File: config.mk
export PLATFORM = sky130hd
export DESIGN_NAME = patch_fetch_arbiter
export DESIGN_NICKNAME = d
export VERILOG_FILES = /design/src/rtl/fetch_pkg.sv /design/src/rtl/patch_fetch_arbiter_rr_pick.sv /design/src/rtl/patch_fetch_arbiter.sv
export SDC_FILE = /design/constraint.sdc
export NUM_CORES = 1
export LEC_CHECK = 0
export ABC_AREA = 0
export BUFFER_PORTS_ARGS = -buffer_cell sky130_fd_sc_hd__buf_4
export CAP_MARGIN = 20
export CORE_MARGIN = 3
export CORE_UTILIZATION = 35
export CTS_CLUSTER_DIAMETER = 50
export DETAILED_ROUTE_END_ITERATION = 10
export GPL_ROUTABILITY_DRIVEN = 0
export PLACE_DENSITY = 0.83
export SLEW_MARGIN = 10
export SYNTH_ARGS = -nofsm -noshare
export SYNTH_HDL_FRONTEND = slang
export SYNTH_SLANG_ARGS = --single-unit
File: constraint.sdc
create_clock -name clk -period 1.5 [get_ports clk]
set_input_delay 0.15 -clock clk [delete_from_list [all_inputs] [get_ports clk]]
set_output_delay 0.15 -clock clk [all_outputs]
set_load 0.01 [all_outputs]
File: src/rtl/fetch_pkg.sv
// fetch_pkg: definitions shared between the patch fetch arbiter and the
// FETCH_WIDTH-word aggregator it feeds.
//   fetch_state_e : arbiter FSM state (IDLE waits for a request, BURST owns a packet)
//   DATA_WIDTH    : default word width in bits
//   FETCH_WIDTH   : default number of words per packet
package fetch_pkg;

  typedef enum logic [0:0] {
    IDLE  = 1'b0,
    BURST = 1'b1
  } fetch_state_e;

  localparam int unsigned DATA_WIDTH  = 32'd11;
  localparam int unsigned FETCH_WIDTH = 32'd4;

endpackage

File: src/rtl/patch_fetch_arbiter_rr_pick.sv
// rr_pick: combinational round-robin search. Returns the first requesting
// index found by scanning last+1, last+2, ... modulo N_SRC, so the index
// after the previous winner has the highest priority and the previous winner
// itself the lowest.
//   req  in  N_SRC     request vector
//   last in  ID_WIDTH  index of the previous winner
//   any  out 1         at least one request is present
//   idx  out ID_WIDTH  winning index (0 when any is low)
module rr_pick #(
  parameter int unsigned N_SRC    = 32'd4,
  parameter int unsigned ID_WIDTH = $clog2(N_SRC)
) (
  input  logic [N_SRC-1:0]    req,
  input  logic [ID_WIDTH-1:0] last,
  output logic                any,
  output logic [ID_WIDTH-1:0] idx
);

  int cand;

  // Scan from the farthest candidate to the nearest; the nearest hit is
  // written last and therefore wins, which avoids a separate found flag.
  always_comb begin
    any  = 1'b0;
    idx  = {ID_WIDTH{1'b0}};
    cand = 0;
    for (int k = int'(N_SRC); k >= 1; k--) begin
      cand = (int'(last) + k) % int'(N_SRC);
      any  = any | req[cand[ID_WIDTH-1:0]];
      idx  = req[cand[ID_WIDTH-1:0]] ? cand[ID_WIDTH-1:0] : idx;
    end
  end

endmodule

File: src/rtl/patch_fetch_arbiter.sv
// patch_fetch_arbiter: shares one aggregator sender port between N_SRC FWFT
// word FIFOs. One source is granted per packet in round-robin order and the
// grant is held for exactly FETCH_WIDTH forwarded dequeues, so packets never
// interleave. One IDLE bubble separates consecutive packets.
//   clk, rst_n   clock, asynchronous active-low reset
//   src_enable   per-source enable, only looked at when a grant is made
//   src_data     flattened FWFT data, source i at [(i+1)*DATA_WIDTH-1 : i*DATA_WIDTH]
//   src_empty_n  per-source data valid
//   src_deq      per-source dequeue strobe (at most one bit high)
//   agg_data     word presented to the aggregator (0 outside a burst)
//   agg_empty_n  agg_data valid
//   agg_deq      aggregator consumes agg_data
//   pkt_src      index of the granted source, stable through the burst
//   pkt_start    one-cycle pulse in the first cycle of each burst
//   busy         a packet is in flight
module patch_fetch_arbiter #(
  parameter int unsigned DATA_WIDTH  = fetch_pkg::DATA_WIDTH,
  parameter int unsigned FETCH_WIDTH = fetch_pkg::FETCH_WIDTH,
  parameter int unsigned N_SRC       = 32'd4,
  parameter int unsigned ID_WIDTH    = $clog2(N_SRC)
) (
  input  logic                        clk,
  input  logic                        rst_n,
  input  logic [N_SRC-1:0]            src_enable,
  input  logic [N_SRC*DATA_WIDTH-1:0] src_data,
  input  logic [N_SRC-1:0]            src_empty_n,
  output logic [N_SRC-1:0]            src_deq,
  output logic [DATA_WIDTH-1:0]       agg_data,
  output logic                        agg_empty_n,
  input  logic                        agg_deq,
  output logic [ID_WIDTH-1:0]         pkt_src,
  output logic                        pkt_start,
  output logic                        busy
);

  import fetch_pkg::*;

  localparam int unsigned         CNT_W      = $clog2(FETCH_WIDTH + 32'd1);
  localparam logic [CNT_W-1:0]    LAST_WORD  = CNT_W'(FETCH_WIDTH - 32'd1);
  localparam logic [ID_WIDTH-1:0] LAST_RESET = ID_WIDTH'(N_SRC - 32'd1);

  fetch_state_e          state_q, state_d;
  logic [ID_WIDTH-1:0]   grant_q, grant_d;
  logic [ID_WIDTH-1:0]   last_q, last_d;
  logic [ID_WIDTH-1:0]   pkt_src_q, pkt_src_d;
  logic [CNT_W-1:0]      wcnt_q, wcnt_d;
  logic                  pkt_start_q, pkt_start_d;

  logic [N_SRC-1:0]      req_s;
  logic                  any_s;
  logic [ID_WIDTH-1:0]   idx_s;
  logic                  in_burst_s;
  logic                  head_valid_s;
  logic [DATA_WIDTH-1:0] head_data_s;
  logic                  fwd_s;

  assign req_s = src_enable & src_empty_n;

  rr_pick #(
    .N_SRC   (N_SRC),
    .ID_WIDTH(ID_WIDTH)
  ) u_rr_pick (
    .req (req_s),
    .last(last_q),
    .any (any_s),
    .idx (idx_s)
  );

  // Select the head word and valid flag of the granted source (AND-OR mux).
  always_comb begin
    head_data_s  = {DATA_WIDTH{1'b0}};
    head_valid_s = 1'b0;
    for (int i = 0; i < int'(N_SRC); i++) begin
      head_data_s  = head_data_s |
                     ((grant_q == ID_WIDTH'(i)) ? src_data[i*DATA_WIDTH +: DATA_WIDTH]
                                                : {DATA_WIDTH{1'b0}});
      head_valid_s = head_valid_s | ((grant_q == ID_WIDTH'(i)) & src_empty_n[i]);
    end
  end

  assign in_burst_s  = (state_q == BURST);
  assign agg_empty_n = in_burst_s & head_valid_s;
  assign agg_data    = in_burst_s ? head_data_s : {DATA_WIDTH{1'b0}};
  // A dequeue request against an empty head is dropped, never forwarded.
  assign fwd_s       = agg_empty_n & agg_deq;

  // Route the forwarded dequeue to the granted source only.
  always_comb begin
    src_deq = {N_SRC{1'b0}};
    for (int i = 0; i < int'(N_SRC); i++) begin
      src_deq[i] = fwd_s & (grant_q == ID_WIDTH'(i));
    end
  end

  // Next-state logic: grant in IDLE, count forwarded words in BURST.
  always_comb begin
    state_d     = state_q;
    grant_d     = grant_q;
    last_d      = last_q;
    pkt_src_d   = pkt_src_q;
    wcnt_d      = wcnt_q;
    pkt_start_d = 1'b0;
    case (state_q)
      IDLE: begin
        if (any_s) begin
          state_d     = BURST;
          grant_d     = idx_s;
          pkt_src_d   = idx_s;
          wcnt_d      = {CNT_W{1'b0}};
          pkt_start_d = 1'b1;
        end else begin
          state_d = IDLE;
        end
      end
      BURST: begin
        if (fwd_s) begin
          if (wcnt_q == LAST_WORD) begin
            state_d = IDLE;
            last_d  = grant_q;
            wcnt_d  = {CNT_W{1'b0}};
          end else begin
            wcnt_d = wcnt_q + CNT_W'(1);
          end
        end else begin
          wcnt_d = wcnt_q;
        end
      end
      default: begin
        state_d = IDLE;
      end
    endcase
  end

  // State registers; last resets to N_SRC-1 so source 0 wins the first grant.
  always_ff @(posedge clk or negedge rst_n) begin
    if (!rst_n) begin
      state_q     <= IDLE;
      grant_q     <= {ID_WIDTH{1'b0}};
      last_q      <= LAST_RESET;
      pkt_src_q   <= {ID_WIDTH{1'b0}};
      wcnt_q      <= {CNT_W{1'b0}};
      pkt_start_q <= 1'b0;
    end else begin
      state_q     <= state_d;
      grant_q     <= grant_d;
      last_q      <= last_d;
      pkt_src_q   <= pkt_src_d;
      wcnt_q      <= wcnt_d;
      pkt_start_q <= pkt_start_d;
    end
  end

  assign pkt_src   = pkt_src_q;
  assign pkt_start = pkt_start_q;
  assign busy      = in_burst_s;

endmodule
# == After elaboration in Yosys (flattened, before gate mapping) ==
# Index checks and enable logic that the tools add are counted.
# classes
n_addsub,5
multipliers,0
n_div,0
order_cmp,4
n_eq_ne,6
n_shift,0
mux,26
bitwise_logic,21
n_reduce_logical,4
# ops
cell,count
$mux 11,5
$or 11x11->11,3
$lt 2x3->1 const B,4
$and 1x1->1,10
$mux 3,3
$bmux 1 s2,4
$mux 1,8
$mux 2,4
$or 1x1->1,6
$pmux 3 s2,1
$add 2x1->2 const B,2
$add 2x2->2 const B,2
$and 4x4->4,1
$eq 2x2->1 const B,2
$reduce_and 2->1,2
$add 3x1->3 const B,1
$eq 3x2->1 const B,1
$reduce_and 3->1,1
$eq 2x1->1 const B,1
$logic_not 2->1,1
$ne 2x1->1 const B,1
$ne 2x2->1 const B,1
$pmux 1 s2,1
$not 1->1,1
# totals
regBits,9
latchBits,0
ram_bits,0
mem_bits_ro,0
inputBits,55
output_inout_bits,20
wordCells,71
mem_count,0

# == Logic depth before layout (Yosys ltp) ==
# Gate-level depths: netlist (run 1).
# depth
depth_word,9
mapped_depth,5
depth_no_buf,5

# == Modules after synthesis ==
# From an unflattened synthesis (run 1), not the netlist that was laid out.
# hier_totals
hier_cells,91
hier_area_um2,960.9
# by_module_without_submodules
module,n_inst,cells_each,area_per_inst_um2,seq_area_each_um2
patch_fetch_arbiter,1,77,882.1,227.7
rr_pick,1,14,78.8,0.0

# == Worst setup path before layout (run 1) ==
# Ideal clock, no wire load.
# synth_path
path_kind,register to register
start,"reg, netlist name pkt_src[0]"
end,reg last_q[0]
setup_ps,82
arrival_time_ps,1632
required_time_ps,1418
path_slack_ps,-215
stages_incl_launch_ff,6
path_buffers,1
period_less_slack_ps,1715
cell_sequence,dfrtp_1 -> buf_6 -> mux4_2 -> nand3_4 -> nand2b_4 -> mux2_4
# synth_rtl
item,line_no,text
to (signal assigned),patch_fetch_arbiter.sv:146,last_q <= last_d;
to (decl),patch_fetch_arbiter.sv:44,"logic [ID_WIDTH-1:0] last_q, last_d;"

==> results of run 1 <==
[synth_stat cells]
cell type,instances,area share (%)
mux4_1,6,17
a31oi_1,2,1.3
o21ai_0,2,1.1
inv_1,3,1.2
mux4_2,6,14
mux2_4,2,3.2
a41oi_1,1,0.94
ha_1,1,1.3
o31a_1,1,0.94
a22oi_1,2,1.6
buf_6,1,1.2
nand3b_1,2,1.6
nor3_1,2,1.1
nand3_4,1,1.9
nand2_1,5,2.0
buf_2,3,1.6
nand2b_4,1,1.5
a2111oi_0,1,0.94
dfstp_2,2,5.6
nor2_1,6,2.4
and4_1,1,0.94
a22o_1,1,0.94
clkbuf_1,2,0.80
nor3b_1,3,2.4
nand3_1,3,1.6
o2111ai_1,1,0.94
a311o_1,1,1.1
and2_1,12,8.0
a21oi_1,3,1.6
dfrtp_1,7,19
[registers in the layout (all words and copies together) (netlist names)]
register   cells
pkt_src        2
wcnt_q         3
last_q         2
busy           1
pkt_start      1
[cell families after synthesis]
family                   share of synthesized area, %
AND/OR/NAND/NOR                                 23.46
AO/OA/AOI/OAI                                   11.39
multiplexers                                    34.58
buffers and inverters                           4.825
flip-flops                                      24.40
adder cells (fa/ha/maj)                         1.340
[placed cells by master, fill, tap and decap left out, types with 2 or more instances in the layout]
| cell type | netlist | final |
|---|---|---|
| clkbuf_4 | 0 | 3 |
| nand3_1 | 3 | 2 |
| nand2_1 | 5 | 5 |
| nand3b_1 | 2 | 2 |
| nand3_4 | 1 | 2 |
| dfrtp_1 | 7 | 6 |
| a21oi_1 | 3 | 3 |
| dfstp_2 | 2 | 2 |
| mux2_4 | 2 | 2 |
| a22oi_1 | 2 | 2 |
| buf_6 | 1 | 20 |
| nor2_1 | 6 | 4 |
| buf_4 | 0 | 71 |
| inv_1 | 3 | 3 |
| and2_4 | 0 | 12 |
| nor3b_2 | 0 | 3 |
| a31oi_1 | 2 | 2 |
| mux4_2 | 6 | 12 |
| nor2_2 | 0 | 2 |
[layout make-up]
cell class,instances,area (um2)
clock buffers,4,26.28
fillers,170,715.7
inverters,3,11.26
multi-input cells,66,711.9
flip-flops and latches,9,229.0
well taps,30,37.54
repair buffers,92,768.2
[metrics by stage]
stage | area (um2) | util (%) | instances | hold WS [ps] | power, mW
6_report | 1784 | 71.37 | 204 | 237.9 | 3.031
5_1_grt | 1784 | 71.37 | 204 | 231.2 | 3.221
4_1_cts | 1738 | 69.52 | 203 | 211.8 | 2.927
3_5_place_dp | 1583 | 63.31 | 194 | -15.73 | 2.237
3_3_place_gp | 1583 | 63.31 | 194 | -21.08 | 2.170
2_1_floorplan | 933.4 | - | 84 | -145.6 | 1.477
[per-layer routing]
metal,vias to the layer above,share of wire (%)
met3,11,10
met5,-,0
met4,0,2.6
met1,529,35
met2,81,52
li1,508,-
[worst max path at each step]
| stage | endpoint | slack, ps |
|---|---|---|
| 2_1_floorplan | last_q[0]$_DFFE_PN1P_ | -210 |
| 3_3_place_gp | agg_data[0] | -40 |
| 3_5_place_dp | agg_data[0] | -110 |
| 4_1_cts | agg_data[8] | -310 |
| 5_1_grt | agg_data[0] | -360 |
| 6_report | src_deq[2] | -320 |
[report_power, final]
group	switching [mW]	internal (mW)
combinational	0.862	1.49
sequential	0.119	0.358
clock	0.101	0.103
total	1.08	1.95
[timing repair]
action | 4_1_cts | 5_1_grt
setup buffers | 4 | 2
gates resized for setup | 38 | 12
endpoints found under the setup margin | 19 | 22
endpoints found under the hold margin | 9 | 0
cloned | 0 | 0
pin swaps | 13 | 4
hold buffers | 1 | 0
==> impl_results.md, run 1 <==
- DR vias/cell: about 5.5
- TritonCTS clock tree: yes
- Final WL: 3479 um
- PwrDens: around 1700 nW/um2
- WL/cell: 17.05 um
- H-tree depth: 1
- Hold Crit Class: in2async
- Crit-path cells: mux4_2 > nand3_4 > buf_6 > nor3b_2 > buf_4
- Reg2reg start: pkt_src[0]$_DFFE_PN0P_
- Met1 Usage GRT: 23.32%
- Hpwl dp: 2652 um
- Total CTS buffers: 3
- Layout area overhead: 91.15%
- CP Class: reg2out
- Count of pins over their slew limit: 0
- Worst r2r path cells: 5
- Maxcap violations: 0
- Overall die area: between 3000 and 4000 um2
- Most Crowded Layer GR: met2
- Critical R2R Capture: last_q[0]$_DFFE_PN1P_
- Crit. End Element: primary output
- RSZ-0062 raised after global routing: true
- Levels on crit path: 5
- Post-Syn Instances: 84
- CORE AREA: 2500 um2
- Cell Area, Synth: 933.4 um2
- Violated checks: setup timing
- Clk slew on worst S/H paths: 70 ps
- Detailed-route DRC error count: 0
- Fmax: 0.5492 GHz
- Clk_lat worst skew: 270 ps
- Crit path max-delay family: multiplexers
- CP max FO: 3
- Nets@finish: 231
- Initial Utilization: 37.34%
- Initial antenna violation count: 0
- Yosys cell types: 30
- Clk sink count: 9
- Antenna viol nets, final: 0
- Largest net degree at the start of global routing: 11
- Crit path largest cell delay: between 500 and 600 ps
- Fin crit period: approximately 1800 ps
- Hold Violations, Final: 0
- Row count: 18
- Setup Viol. Count Final: 21
- Leakage: about 0.86 nW
- Slowest-stage cell, CP: mux4_2
- Initial drt markers: 57
- Fraction of layout cells with a size suffix above 1: 75.86%
- Final Cycle Share: 121.4%
- Type of origin of the critical path: flop
- Grt total ovfl: 0
- Worst Max-Slew Pin Slew: about 390 ps
- Drt pass-1 iters: 5
- FF-to-FF setup slack: -230 ps
- First-pass GRT wire length: 5161 um
- Worst Path Arrival: 1670 ps
- Post-Syn Area per Cell: 11.11 um2
- Io pins: 75
- Headroom to the max-slew limit: 73.46%
- Vias after detailed routing: around 1,100
- CP Data Required Time: 1350 ps
- Setup Skew: 1.537 ps
- Antenna diodes: 0
- Beginning of the critical path: pkt_src[0]$_DFFE_PN0P_
- Root Driver: clkbuf_4
- Synth warn: 0
- Vias in the first global route: 1,111
- Setup ws final: -320.7 ps
- Post-route setup TNS: -4750 ps
- Met2 usage: 35.16%
- Chip Height: slightly below 60 um
- Peak supply drop: 1136 uV
- Global Route Usage Sum: 20.44%
- DIE WIDTH: 57.64 um
- Port buffer count: 74
- CP Buf/Inv Count: 2
- Syn Nets: 140
- Sequential-to-total area share from yosys stat: 24.40%
- Run status: complete, but fails checks
- Clock Path Buffers: 2
- Post-place setup slack: -111.8 ps
- #FFs+latches synth: 9
- GRT met3 Usage: 6.013%
(Power assumes the default switching activity.)
==> run 2, diff against run 1 <==
ABC_AREA = 1   (was 0)
CORE_UTILIZATION = 36   (was 35)
==> run 2 against run 1 <==
  * The run still ends with setup timing left
  * Clock skew rose by 17 ps
  * Sequential share of layout area shrank 1.0 points
  * Routed wire length is 25% higher
  * Largest cell class is now multi-input combinational cells
==> impl_results.md, run 2 <==
- Run status: complete, but fails checks
- Violated checks: setup timing
- Synth warn: 0 (unchanged)
- Count of pins over their slew limit: 0 (unchanged)
- Top FF cell, synth: dfrtp_1
- Fmax: 0.5560 GHz (+1.2%)
- Largest area contributor in the netlist: nand2_1
- Max FFs per register: 3 (unchanged)
- Type of origin of the critical path: flop
- PwrDens: 1842 nW/um2 (+8.4%)
- Ys async rst share: 100.0% (unchanged)
- Global Route Usage Sum: 20.98% (+0.54 points)
- CP Class: reg2out
- TritonCTS clock tree: yes
- Top-count cell post-synth: nand2_1
- Cell Area, Synth: 1008 um2 (+8.0%)
- Commonest non-fill, non-tap cell in the layout: buf_4
- Post-synth top cells: nand2_1 (62), nand3_1 (34), a41oi_1 (11), nor2_1 (8), dfrtp_1 (7)
- Initial drt markers: 85 (+49%)
- Grt total ovfl: 0 (unchanged)
- Initial Utilization: 39.28% (+1.9 points)
- Setup ws final: -298.5 ps (+22.25 ps)
- Most Crowded Layer GR: met2
- Vias after detailed routing: 1,597 (+41%)
- CORE AREA: 2567 um2 (+2.7%)
- Crit path max-delay family: simple AND/OR/NAND/NOR gates
- Yosys cell types: 28 (-6.7%)
- Row count: 18 (unchanged)
- Worst Path Arrival: 1650 ps (-20 ps)
- Top cells by area, synth: nand2_1 (23%), dfrtp_1 (17%), nand3_1 (17%)
- Total CTS buffers: 3 (unchanged)
- Post-Syn Area per Cell: 6.075 um2 (-45%)
- Crit path largest cell delay: 450 ps (-120 ps)
- RSZ-0062 raised after global routing: true
- CP max FO: 5 (+2)
- Initial antenna violation count: 0 (unchanged)
- Antenna viol nets, final: 0 (unchanged)
- Met1 Usage GRT: 26.04% (+2.7 points)
- Hold Crit Class: in2reg
- Met2 usage: 38.01% (+2.9 points)
- Most frequent cells in the layout: buf_4 (93), nand2_1 (50), nand3_1 (29), a41oi_1 (10), nand2_2 (10)
- #FFs+latches synth: 9 (unchanged)
- Crit-path cells: inv_4 > nand2_4 > inv_2 > nand2_2 > nand2_2 > nor2_2 > nor2_4 > nand2_4 > nor3_2 > buf_4
- Syn Nets: 222 (+59%)
- Fin Hold WS: 181.2 ps (-56.70 ps)
- Hpwl dp: 2931 um (+11%)
- H-tree depth: 1 (unchanged)
- Fraction of layout cells with a size suffix above 1: 55.34% (-21 points)
- EDFF count, synth: 0 (unchanged)
- Slowest-stage cell, CP: dfrtp_2
- Sequential-to-total area share from yosys stat: 22.58% (-1.8 points)
- Nets@finish: 319 (+38%)
- WL/cell: 14.87 um (-13%)
- Setup Viol. Count Final: 20 (-4.8%)
- Hold Violations, Final: 0 (unchanged)
- Io pins: 75 (unchanged)
- Leakage: 0.9822 nW (+15%)
- Clk slew on worst S/H paths: 80 ps (about the same)
- Post-route insts no fill: 292 (+43%)
- Drt pass-1 iters: 4 (-1)
- DIE WIDTH: 58.93 um (+2.2%)
- Maxcap violations: 0 (unchanged)
- FILL cells: 193 (+14%)
- DR vias/cell: 5.469 (-1.2%)
- Chip Height: 58.93 um (+2.2%)
- Post-route setup TNS: -2378 ps (+2372 ps)
- Clk sink count: 9 (unchanged)
- Peak supply drop: 1470 uV (+29%)
- Final WL: 4343 um (+25%)
- CP Buf/Inv Count: 3 (+1)
- Vias in the first global route: 1,374 (+24%)
- Post-Syn Instances: 166 (+98%)
- Overall die area: 3472 um2 (+4.5%)
- Largest net degree at the start of global routing: 15 (+4)
- Placed Cells: 273 (+41%)
- Detailed-route DRC error count: 0 (unchanged)
- Post-synth top area share: 23.08% (+4.3 points)
- Root Driver: clkbuf_4
- Headroom to the max-slew limit: 83.58% (+10 points)
- Fin crit period: 1798 ps (-22.25 ps)
- First-pass GRT wire length: 5830 um (+13%)
- Clock Path Buffers: 2 (unchanged)
- Final Cycle Share: 119.9% (-1.5 points)
- Antenna diodes: 0 (unchanged)
- Crit. End Element: primary output
- GRT met3 Usage: 2.632% (-3.4 points)
- Port buffer count: 74 (unchanged)
- Worst Max-Slew Pin Slew: 245.4 ps (-142.7 ps)
- Reg with most FFs: wcnt_q
- Clk_lat worst skew: 280 ps (about the same)
- Layout area overhead: 93.67%
- CP Data Required Time: 1350 ps (about the same)
- PnR Total Power: 3.597 mW (+19%)
- Setup Skew: 18.28 ps (+16.74 ps)
## run 2: cell types whose count changed after synthesis, sizes merged, moves of 8 or more
| cell | previous run | this run |
|---|---|---|
| mux4 | 12 | 0 |
| inv | 3 | 11 |
| nand2 | 5 | 65 |
| a41oi | 1 | 11 |
| and2 | 12 | 0 |
| nand3 | 4 | 35 |
## run 2: logic make-up after synthesis
kind of cell,count (synthesis),share of synthesized area [%]
XOR/XNOR,2,1.737
adder cells (fa/ha/maj),1,1.240
AND/OR/NAND/NOR,115,50.62
AO/OA/AOI/OAI,19,14.89
flip-flops,9,22.58
buffers and inverters,20,8.932
## run 2: final timing paths
check                                              end  slack, ps                   start  cells past startpoint
worst max-delay path                        src_deq[1]       -300  pkt_src[0]$_DFFE_PN0P_                     10
worst min-delay path             last_q[0]$_DFFE_PN1P_        180                 agg_deq                      3
worst max register to register  pkt_src[0]$_DFFE_PN0P_        -80   last_q[0]$_DFFE_PN1P_                     12
worst min register to register   wcnt_q[1]$_DFFE_PN0P_        520   wcnt_q[1]$_DFFE_PN0P_                      2
max in group asynchronous        last_q[0]$_DFFE_PN1P_       1070                   rst_n                      2
min in group asynchronous          pkt_start$_DFF_PN0_        220                   rst_n                      2
## run 2: power by group
group	switching, mW	leakage, nW	internal [mW]
clock network	0.102	0.0150	0.103
logic	1.54	0.861	1.40
registers	0.108	0.106	0.347
## run 2: final cells by class
| class | count | area [um2] | share of cell area (%) |
|---|---|---|---|
| well taps | 30 | 37.54 | 1.922 |
| flip-flops and latches | 9 | 230.2 | 11.79 |
| multi-input cells | 137 | 823.3 | 42.15 |
| clock buffers | 4 | 26.28 | 1.345 |
| inverters | 11 | 48.80 | 2.498 |
| repair buffers | 101 | 787.0 | 40.29 |
## run 2: what timing repair did
action | in CTS | in global routing
hold buffers | 1 | 0
endpoints found under the setup margin | 17 | 23
setup buffers | 9 | 5
gates resized for setup | 8 | 39
pin swaps | 3 | 21
gates cloned | 0 | 0
hold endpoints to repair | 9 | 0
## run 2: worst register-to-register path, cell delays in order (launching register included)
cell      delay, ps
dfstp_2         560
buf_6           130
inv_4            50
nand2_4          60
nand3b_1        120
nand2_1          90
inv_1            50
nand2_2          80
nand3_2          80
nand2_1          70
inv_1            40
nand2_1          80
nand2_1          60
## run 2: layer usage
metal | routed length (um) | vias to the layer above
li1 | - | 759
met1 | 1690 | 749
met2 | 2273 | 81
met3 | 329 | 8
met4 | 50 | 0
met5 | 0 | -
## run 2: through the flow
stage | utilization, % | setup WS [ps] | instance area (um2)
4_1_cts | 69.05 | -167.4 | 1773
3_3_place_gp | 64.08 | 42.16 | 1645
3_5_place_dp | 64.08 | -7.305 | 1645
6_report | 76.07 | -298.5 | 1953
2_1_floorplan | - | -52.46 | 1008
5_1_grt | 76.07 | -370.9 | 1953
